`src/rtl/sqrt_arbiter.sv`:
```
// Round-robin arbiter and sequencer sharing one square-root calculator among N_REQ
// requesters; launches it, guards the done pulse with a watchdog, returns a tagged root.
module sqrt_arbiter #(
    parameter int N_REQ   = 4,
    parameter int WIDTH   = 32,
    parameter int TIMEOUT = 255
) (
    input  logic                       clk,
    input  logic                       rst,
    input  logic [N_REQ-1:0]           req_valid,
    input  logic [N_REQ*WIDTH-1:0]     req_radicand,
    output logic [N_REQ-1:0]           req_ready,
    output logic                       sqrt_start,
    output logic [WIDTH-1:0]           sqrt_radicand,
    input  logic                       sqrt_done,
    input  logic [WIDTH/2-1:0]         sqrt_root,
    output logic                       rsp_valid,
    input  logic                       rsp_ready,
    output logic [$clog2(N_REQ)-1:0]   rsp_id,
    output logic [WIDTH/2-1:0]         rsp_root,
    output logic                       rsp_timeout,
    output logic                       fault,
    output logic                       busy,
    output logic [2:0]                 dbg_state
);
    localparam int ID_W  = $clog2(N_REQ);
    localparam int CNT_W = $clog2(TIMEOUT + 1);

    // Handshakes: a transfer happens on a rising edge where valid and ready are both
    // high. Once rsp_valid rises, rsp_id/rsp_root/rsp_timeout stay frozen until then.
    // req_ready is a one-hot grant shown only in IDLE; the granted radicand is taken
    // on that same edge.
    typedef enum logic [2:0] {
        S_IDLE  = 3'd0,
        S_ISSUE = 3'd1,
        S_WAIT  = 3'd2,
        S_RESP  = 3'd3,
        S_FAULT = 3'd4
    } state_t;

    state_t             r_state;
    logic [ID_W-1:0]    r_ptr;
    logic [ID_W-1:0]    r_id;
    logic [WIDTH-1:0]   r_radicand;
    logic               r_start;
    logic [CNT_W-1:0]   r_wd_cnt;
    logic [WIDTH/2-1:0] r_root;
    logic               r_timeout;
    logic               r_rsp_valid;
    logic               r_fault;

    logic               w_grant_any;
    logic [ID_W-1:0]    w_grant_idx;
    logic [WIDTH-1:0]   w_grant_rad;
    logic [ID_W-1:0]    w_ptr_next;

    function automatic logic [ID_W-1:0] wrap_idx(input logic [ID_W-1:0] base, input int off);
        int s;
        s = int'(base) + off;
        if (s >= N_REQ) s = s - N_REQ;
        return ID_W'(s);
    endfunction

    // First asserted request at or after the pointer, searching upward with wrap.
    always_comb begin
        w_grant_any = 1'b0;
        w_grant_idx = '0;
        for (int k = 0; k < N_REQ; k++) begin
            if (!w_grant_any && req_valid[wrap_idx(r_ptr, k)]) begin
                w_grant_any = 1'b1;
                w_grant_idx = wrap_idx(r_ptr, k);
            end
        end
    end

    always_comb begin
        w_grant_rad = '0;
        for (int k = 0; k < N_REQ; k++) begin
            if (ID_W'(k) == w_grant_idx) w_grant_rad = req_radicand[k*WIDTH +: WIDTH];
        end
    end

    always_comb begin
        req_ready = '0;
        if (r_state == S_IDLE && w_grant_any && !rst) req_ready[w_grant_idx] = 1'b1;
    end

    assign w_ptr_next = (r_id == ID_W'(N_REQ - 1)) ? '0 : r_id + ID_W'(1);

    always_ff @(posedge clk) begin
        if (rst) begin
            r_state     <= S_IDLE;
            r_ptr       <= '0;
            r_id        <= '0;
            r_radicand  <= '0;
            r_start     <= 1'b0;
            r_wd_cnt    <= '0;
            r_root      <= '0;
            r_timeout   <= 1'b0;
            r_rsp_valid <= 1'b0;
            r_fault     <= 1'b0;
        end else begin
            case (r_state)
                S_IDLE: begin
                    if (w_grant_any) begin
                        r_radicand <= w_grant_rad;
                        r_id       <= w_grant_idx;
                        r_start    <= 1'b1;
                        r_state    <= S_ISSUE;
                    end
                end
                S_ISSUE: begin
                    r_start  <= 1'b0;
                    r_wd_cnt <= '0;
                    r_state  <= S_WAIT;
                end
                S_WAIT: begin
                    // A done pulse wins over a watchdog expiry landing on the same cycle.
                    if (sqrt_done) begin
                        r_root      <= sqrt_root;
                        r_timeout   <= 1'b0;
                        r_rsp_valid <= 1'b1;
                        r_state     <= S_RESP;
                    end else if (r_wd_cnt == CNT_W'(TIMEOUT - 1)) begin
                        r_root      <= '0;
                        r_timeout   <= 1'b1;
                        r_rsp_valid <= 1'b1;
                        r_state     <= S_RESP;
                    end else begin
                        r_wd_cnt <= r_wd_cnt + CNT_W'(1);
                    end
                end
                S_RESP: begin
                    if (rsp_ready) begin
                        r_rsp_valid <= 1'b0;
                        r_ptr       <= w_ptr_next;
                        if (r_timeout) begin
                            r_fault <= 1'b1;
                            r_state <= S_FAULT;
                        end else begin
                            r_state <= S_IDLE;
                        end
                    end
                end
                // After a timeout the calculator may still answer late; park until reset.
                S_FAULT: r_state <= S_FAULT;
                default: r_state <= S_IDLE;
            endcase
        end
    end

    assign sqrt_start    = r_start;
    assign sqrt_radicand = r_radicand;
    assign rsp_valid     = r_rsp_valid;
    assign rsp_id        = r_id;
    assign rsp_root      = r_root;
    assign rsp_timeout   = r_timeout;
    assign fault         = r_fault;
    assign busy          = (r_state != S_IDLE);
    assign dbg_state     = r_state;

endmodule

```
`config.mk`:
```
export PLATFORM = sky130hd
export DESIGN_NAME = sqrt_arbiter
export DESIGN_NICKNAME = d
export VERILOG_FILES = /design/src/rtl/sqrt_arbiter.sv
export SDC_FILE = /design/constraint.sdc
export NUM_CORES = 1
export LEC_CHECK = 0
export CORE_UTILIZATION = 29
export DETAILED_ROUTE_END_ITERATION = 16
export SLEW_MARGIN = 10
export SYNTH_ARGS = -nofsm -noshare
export SYNTH_HDL_FRONTEND = slang
export SYNTH_SLANG_ARGS = --single-unit
```
`constraint.sdc`:
```
create_clock -name clk -period 3.1 [get_ports clk]
set_input_delay 0.775 -clock clk [delete_from_list [all_inputs] [get_ports clk]]
set_output_delay 0.775 -clock clk [all_outputs]
set_load 0.02 [all_outputs]
```
---- Yosys cells after proc, flatten, opt, wreduce, memory -nomap -nowiden ----
Index checks and enable logic that the tools add are counted.
operators by class
  $add $sub $neg .......................... 9
  $lt $le $gt $ge ......................... 10
  eq/ne operators ......................... 14
  muxes and demuxes ....................... 46
  reductions and logical operators ........ 25
operator list
  cell                   count
  $mux W32               4
  $mux W16               2
  $mux W2                9
  $mux W8                2
  $pmux W8 S2            1
  $lt A2 B3 Y1 const B   5
  $mux W3                5
  $pmux W3 S5            1
  $mux W1                14
  $reduce_and A3 Y1      4
  $ge A3 B3 Y1 const B   3
  $add A8 B1 Y8 const B  1
  $bmux W1 S2            4
  $eq A8 B8 Y1 const B   1
  $ne A2 B2 Y1 const B   4
  $reduce_and A2 Y1      4
  $reduce_bool A2 Y1     4
  $sub A2 B1 Y2 const B  4
  $add A2 B2 Y3 const B  2
  $eq A3 B2 Y1 const B   2
  $logic_and A1 B1 Y1    6
  $eq A2 B2 Y1 const A   2
  $logic_not A1 Y1       4
  $mux W4                1
  14 further kinds       15
word-level totals
  register bits ........................... 67
  input port bits ......................... 152
  output and inout bits ................... 62
  word-level logic and storage cells ...... 114

---- Longest topological paths before layout ----
Gate-level depths: netlist (run 1).
  depth in word-level cells ............... 19
  depth in mapped cells ................... 8

---- Least setup slack after synthesis (run 1) ----
OpenSTA, ideal clock, no wires.
  path kind ............................... input to output
  start point ............................. in req_valid[2]
  end point ............................... out req_ready[2]
  arrival time ............................ 2.069 ns
  required time ........................... 2.325 ns
  slack ................................... 0.256 ns
  cell stages on the path ................. 6
  path buffers ............................ 2
  path through ............................ nor4_1 or4b_1 and3b_1 buf_4 buf_4 and2_1
on the way
  cells in the longest elaborated chain, start to end .. 17
  elaborated cells on any way between the ends .. 30
ends and longest elaborated chain
  element                                                                    RTL line  text
  start: declaration                                                         10        input logic [N_REQ-1:0] req_valid,
  $bmux W1 S2                                                                69        if (!w_grant_any && req_valid[wrap_idx(r_ptr, k)]) begin
  $mux W1 (not written as such)                                              69
  $mux W1                                                                    69
  $logic_not A1 Y1                                                           69
  $logic_and A1 B1 Y1                                                        69
  $mux W1                                                                    69
  $logic_not A1 Y1                                                           69
  $logic_and A1 B1 Y1                                                        69
  $mux W1                                                                    69
  $logic_not A1 Y1                                                           69
  $logic_and A1 B1 Y1                                                        69
  $mux W2                                                                    69
  $lt A2 B3 Y1 (not written as such) / $ge A2 B1 Y1 (equally long branches)  85        if (r_state == S_IDLE && w_grant_any && !rst) req_ready[w_grant_idx] = 1'b1;
  $logic_and A1 B1 Y1 (not written as such)                                  85
  $mux W1 (not written as such)                                              85
  $demux W1 S2                                                               85
  $mux W4 (*)                                                                85
  end: declaration                                                           12        output logic [N_REQ-1:0] req_ready,
Mark *: on every way between the ends. The rest lies on a longest branch, timed or not. The select of a mux whose other input is x is not followed.

---- Worst setup path after layout (run 1) ----
  start point ............................. in req_valid[0]
  end point ............................... out req_ready[3]
Same word-level chain as after synthesis.

==> impl_metrics.env, run 1 <==
export IMPL_number_of_placement_rows=40
export IMPL_fin_worst_skew_ns=0.004443
export IMPL_crit_path_cell_trace="dlygate4sd2_1 > nor4_2 > or4b_4 > and3b_2 > and2_4 > buf_6"
export IMPL_final_period_minus_worst_setup_slack_ns=3.023
export IMPL_path_class_of_the_lowest_slack_min_delay_path="register to register"
export IMPL_pwr_share_comb_pct=27.1
export IMPL_worst_setup_path_start_kind="primary input"
export IMPL_first_global_vias=4139
export IMPL_core_um2=12010
export IMPL_worst_path_buf_inv=2
export IMPL_final_design_area_no_fill_um2=6191
export IMPL_n_diodes=0
export IMPL_antenna_found_initial=0
export IMPL_critical_path_top_delay_family="simple AND/OR/NAND/NOR gates"
export IMPL_area_delta_synth_final_pct=73.49
export IMPL_yosys_area_top_type_share_pct=37.59
export IMPL_dp_worst_setup_slack_ns=-0.6377
export IMPL_worstPathMaxFanout=5
export IMPL_post_drt_via_cell_ratio=5.156
export IMPL_fraction_of_synthesis_flops_using_an_asynchronous_set_or_reset_pin_pct=0
export IMPL_post_synth_main_area_contributors="dfxtp_1 38%, nand3_1 9.5%, a21boi_0 6.7%"
export IMPL_die_h_um=112.9
export IMPL_fp_dieArea_um2=12750
export IMPL_areal_power_density_over_the_cells_nw_per_um2=442.0
export IMPL_fmax_mhz=330.8
export IMPL_worst_slew_margin_rel_pct=55.95
export IMPL_clock_latency_ns=0.33
export IMPL_dieWidth_um=112.9
export IMPL_grt_max_degree=64
export IMPL_cts_tree="yes"
export IMPL_power_frac_clock_pct=37.4
export IMPL_design_final_nets=823
export IMPL_worst_pin_slew_ns=0.6608
export IMPL_synth_avg_cell_area_um2=7.724
export IMPL_remaining_global_route_overflow=0
export IMPL_static_leakage_power_uw=0.002357
export IMPL_gp_congestion=0.8213
export IMPL_grt_first_pass_wirelength_um=20270
export IMPL_setup_viol=0
export IMPL_dp_final_hpwl_um=9407
export IMPL_synthesis_area_um2=3568
export IMPL_synth_cells=462
export IMPL_number_of_i_o_port_buffers=213
export IMPL_detail_route_iter0_violations=125
export IMPL_wirelength_um=12830
export IMPL_tritoncts_num_buffers=9
export IMPL_run_status="finished clean"
export IMPL_area_sequential_um2=1341
export IMPL_floorplan_initialDensity_pct=29.71
export IMPL_route_vias_total=4228
export IMPL_timing_critical_path_required_ns=2.32
export IMPL_yosys_area_top_type="dfxtp_1"
export IMPL_grt_setup_unrepaired="false"
export IMPL_h_tree_depth=3
export IMPL_timing_critical_path_arrival_ns=2.25
export IMPL_worst_r2r_setup_slack_ns=0.87
export IMPL_syn_num_nets=617
export IMPL_n_fill_cell=1171
export IMPL_synth_enable_flop_cells=0
export IMPL_detail_route_drc_violations=0
export IMPL_p_switching_uw=762.9
export IMPL_dr_pass1_iters=4
export IMPL_wl_per_cell_um=15.64
export IMPL_yosysSeqAreaShare_pct=37.59
export IMPL_setup_slack_ns=0.07709
export IMPL_worst_setup_path_end_kind="primary output"
export IMPL_drv_slew=0
export IMPL_power_internal_uw=1974
export IMPL_ant_nets=0
export IMPL_irDropWorstVdd_v=0.0002309
export IMPL_root_buffer="clkbuf_16"
export IMPL_synth_lib_cells_used_distinct=44
export IMPL_switching_share_pct=27.88
export IMPL_num_clock_sinks=67
export IMPL_max_cap_viols=0
export IMPL_area_occupied_by_multi_input_gates_um2=2056
export IMPL_synth_ff_type="dfxtp_1"
export IMPL_timing_final_crit_share_pct=97.51
export IMPL_ys_top_cells_by_count="68 x nand3_1, 67 x dfxtp_1, 40 x nand2_1"
export IMPL_path_clk_slew_ns=0.05
export IMPL_clock_path_buffers=2
export IMPL_final_layout_size_suffix_gt1_share_pct=8.915
export IMPL_placed_area_um2=5871
export IMPL_crit_type="primary input to primary output"
export IMPL_finalHoldViolations=0
export IMPL_cp_slowest_cell="or4b_4"
export IMPL_cpPeakStageDelay_ns=0.56
export IMPL_io_pins=214
export IMPL_seq_power_share_pct=35.5
export IMPL_postCtsHoldBufs=0
export IMPL_ys_seq_elements=67
export IMPL_synth_most_common_cell="nand3_1"
export IMPL_synthesis_yosys_warnings=0
export IMPL_groute_usage_overall_pct=20.02
[area by class of cell]
| cell class | instances | share of cell area, % |
|---|---|---|
| Sequential cell | 67 | 21.67 |
| Multi-Input combinational cell | 350 | 33.21 |
| Timing Repair Buffer | 236 | 37.00 |
| Tap cell | 147 | 2.971 |
| Clock inverter | 6 | 1.051 |
| Inverter | 4 | 0.2425 |
| Clock buffer | 10 | 3.860 |
[cell families after synthesis]
kind of cell	Yosys count	share of synthesized area [%]
mux	4	1.297
buf+inv	45	5.715
compound gates	107	19.78
flops	67	37.59
fa+ha+maj	3	1.052
xor+xnor	6	1.473
simple gates	230	33.10
[worst reg2reg max path, cell delays in order, from the launching register on]
cell and delay [ns]:
dfxtp_1 0.32, nor2_2 0.18, or4b_4 0.51, and3b_2 0.30
buf_4 0.55, nand3_1 0.20, nand4_1 0.12
[sequential cells by signal (all words and copies together) (netlist names)]
signal and cells:
dbg_state 3, fault 1, r_ptr 2, r_wd_cnt 8, rsp_id 2, rsp_root 16
rsp_timeout 1, rsp_valid 1, sqrt_radicand 32, sqrt_start 1
[power groups by stage]
| stage | clock [uW] | sequential (uW) | combinational (uW) |
|---|---|---|---|
| 6_report | 1020 | 971 | 743 |
| 5_1_grt | 1110 | 981 | 797 |
| 4_1_cts | 1060 | 972 | 750 |
| 3_5_place_dp | 0 | 989 | 743 |
| 3_3_place_gp | 0 | 986 | 739 |
| 2_1_floorplan | 0 | 1070 | 230 |
[layer usage]
layer,global-route usage (%),vias to the layer above,wire (um)
met5,0,-,0
met4,9.825,0,391
met2,35.14,161,6278
li1,-,2087,-
met1,22.48,1949,5258
met3,5.303,31,897
[layout by cell type, fill, tap and decap left out, types with 2 or more instances in the layout]
cell type,count
clkdlybuf4s50_1,204
nor2b_1,2
ha_1,3
and3_1,31
nand4_1,32
buf_4,23
buf_2,2
and2_4,3
a211oi_1,4
nor2_2,2
nand2_1,40
nand3_1,68
xnor2_1,6
a21oi_1,11
buf_6,2
a21boi_0,32
a22oi_1,17
clkinv_2,2
inv_1,4
dfxtp_1,67
nand2b_1,3
clkbuf_16,9
nor3_1,2
mux2i_1,2
or2_2,2
dlygate4sd2_1,5
and2_1,4
a221o_1,2
clkinv_4,2
nor2_1,34
o21ai_0,32
[per-stage QoR]
step | power, uW | utilization (%) | TNS, ns | hold WS (ns) | cells
global placement | 1725 | 48.88 | -2.326 | 0.4362 | 803
finish | 2737 | 51.54 | 0 | 0.4534 | 820
detailed placement | 1732 | 48.88 | -3.449 | 0.4422 | 803
floorplan | 1305 | - | 0 | 0.4737 | 462
global route | 2883 | 51.54 | 0 | 0.4748 | 820
CTS | 2777 | 51.54 | 0 | 0.4538 | 820
[what timing repair did]
action / 4_1_cts / 5_1_grt
resized for setup: 30 / 0
setup endpoints to repair: 4 / 0
buffers inserted: 1 / 0
[final timing paths]
check / startpoint / cells past startpoint / to
worst max-delay path: req_valid[0] / 6 / req_ready[3]
worst min-delay path: sqrt_radicand[11] / 2 / sqrt_radicand[11]
worst max register to register: dbg_state[1] / 6 / sqrt_radicand[8]
worst min register to register: sqrt_radicand[11] / 2 / sqrt_radicand[11]
(Power assumes the default switching activity.)
==> run 2, diff against run 1 <==
HOLD_SLACK_MARGIN = 0.03   (was default)
SETUP_SLACK_MARGIN = 0.02   (was default)
==> run 2 against run 1 <==
Effect of this change:
- core utilization about the same
- die area unchanged
- total power about the same
- hold slack unchanged
- routed wire length about the same
- global-route usage unchanged
- fmax up 1.1%
- combinational power about the same
- cell count unchanged
- count of clock-buffer cells in the layout unchanged
- first-iteration DRC count unchanged
- critical path depth unchanged
- largest power group unchanged
==> impl_metrics.env, run 2 (same netlist as run 1, synthesis figures left out) <==
export IMPL_setup_viol=0
export IMPL_run_status="finished clean"
export IMPL_grt_max_degree=64
export IMPL_static_leakage_power_uw=0.002356
export IMPL_final_layout_size_suffix_gt1_share_pct=8.915
export IMPL_postCtsHoldBufs=0
export IMPL_num_clock_sinks=67
export IMPL_grt_first_pass_wirelength_um=20270
export IMPL_cpPeakStageDelay_ns=0.56
export IMPL_largest_reg_flops=32
export IMPL_h_tree_depth=3
export IMPL_final_period_minus_worst_setup_slack_ns=2.990
export IMPL_groute_usage_overall_pct=20.02
export IMPL_timing_critical_path_arrival_ns=2.21
export IMPL_number_of_placement_rows=40
export IMPL_dieWidth_um=112.9
export IMPL_crit_type="primary input to primary output"
export IMPL_post_layout_total_power_uw=2737
export IMPL_clock_latency_ns=0.33
export IMPL_timing_final_crit_share_pct=96.45
export IMPL_worst_pin_slew_ns=0.6608
export IMPL_root_buffer="clkbuf_16"
export IMPL_final_common_cell="clkdlybuf4s50_1"
export IMPL_wl_per_cell_um=15.65
export IMPL_placedCellCount=803
export IMPL_dp_final_hpwl_um=9407
export IMPL_design_final_nets=823
export IMPL_tritoncts_num_buffers=9
export IMPL_antenna_found_initial=0
export IMPL_timing_critical_path_required_ns=2.32
export IMPL_crit_path_cell_trace="clkdlybuf4s15_1 > nor4_2 > or4b_4 > and3b_2 > and2_4 > buf_6"
export IMPL_final_instance_count_excl_fill=820
export IMPL_path_class_of_the_lowest_slack_min_delay_path="register to register"
export IMPL_finalHoldViolations=0
export IMPL_worst_setup_path_end_kind="primary output"
export IMPL_cp_slowest_cell="or4b_4"
export IMPL_route_vias_total=4230
export IMPL_io_pins=214
export IMPL_irDropWorstVdd_v=0.0002309
export IMPL_area_delta_synth_final_pct=73.53
export IMPL_fp_dieArea_um2=12750
export IMPL_post_drt_via_cell_ratio=5.159
export IMPL_max_cap_viols=0
export IMPL_worst_setup_path_start_kind="primary input"
export IMPL_fmax_mhz=334.5
export IMPL_gp_congestion=0.8213
export IMPL_core_um2=12010
export IMPL_worst_slew_margin_rel_pct=55.95
export IMPL_n_diodes=0
export IMPL_ant_nets=0
export IMPL_dp_worst_setup_slack_ns=-0.6377
export IMPL_detail_route_drc_violations=0
export IMPL_mostFrequentLayoutCells="204 x clkdlybuf4s50_1, 68 x nand3_1, 67 x dfxtp_1, 40 x nand2_1, 34 x nor2_1"
export IMPL_first_global_vias=4139
export IMPL_worstPathMaxFanout=5
export IMPL_cts_tree="yes"
export IMPL_clock_path_buffers=2
export IMPL_floorplan_initialDensity_pct=29.71
export IMPL_number_of_i_o_port_buffers=213
export IMPL_areal_power_density_over_the_cells_nw_per_um2=442.0
export IMPL_dr_pass1_iters=4
export IMPL_detail_route_iter0_violations=125
export IMPL_die_h_um=112.9
export IMPL_wirelength_um=12830
export IMPL_path_clk_slew_ns=0.05
export IMPL_drv_slew=0
export IMPL_setup_slack_ns=0.1102
export IMPL_grt_setup_unrepaired="false"
export IMPL_remaining_global_route_overflow=0
export IMPL_fin_worst_skew_ns=0.004443
## run 2: worst paths after layout
kind                            cells after the start           endpoint  slack, ns              start
worst max register to register                      6   sqrt_radicand[8]       0.87       dbg_state[1]
worst min-delay path                                2  sqrt_radicand[11]       0.45  sqrt_radicand[11]
worst max-delay path                                6       req_ready[3]       0.11       req_valid[0]
worst min register to register                      2  sqrt_radicand[11]       0.45  sqrt_radicand[11]
## run 2: critical path, delay by kind of cell
kind / cells / cell delay [ns]
buffers and inverters: 2 / 0.36
and+or+nand+nor: 4 / 1.08
## run 2: per-layer routing
layer  wire, um  track usage (%)  share of wire [%]
met5          0                0                  0
met4        391            9.825                3.0
met3        901            5.303                7.0
met2       6282            35.14                 49
met1       5255            22.48                 41
## run 2: power by group
part	leakage [uW]	internal, uW	switching (uW)
registers	0.000548	933	37.8
clock network	0.000148	644	379
logic	0.00166	397	346
total	0.00236	1970	763
## run 2: metrics by stage
step / utilization [%] / hold WS [ns] / area (um^2) / setup TNS, ns
2_1_floorplan: - / 0.4737 / 3568 / 0
3_3_place_gp: 48.88 / 0.4362 / 5871 / -2.326
3_5_place_dp: 48.88 / 0.4422 / 5871 / -3.449
4_1_cts: 51.54 / 0.4538 / 6191 / 0
5_1_grt: 51.55 / 0.4748 / 6192 / 0
6_report: 51.55 / 0.4534 / 6192 / 0
## run 2: cell type report
class                           instances  area, um^2
Tap cell                              147       183.9
Sequential cell                        67        1341
Clock buffer                           10       239.0
Clock inverter                          6       65.06
Timing Repair Buffer                  236        2292
Inverter                                4       15.01
Multi-Input combinational cell        350        2056
Fill cell                            1170        5819
## run 2: what timing repair did
| action | in CTS | in global routing |
|---|---|---|
| buffers inserted | 1 | 0 |
| pin swaps | 1 | 0 |
| gates resized for setup | 30 | 1 |
| setup endpoints to repair | 4 | 2 |
==> run 3, diff against run 2 <==
CAP_MARGIN = 30   (was default)
==> results of run 3 <==
Same layout as run 2: the final DEF is identical, and so are final timing and power.
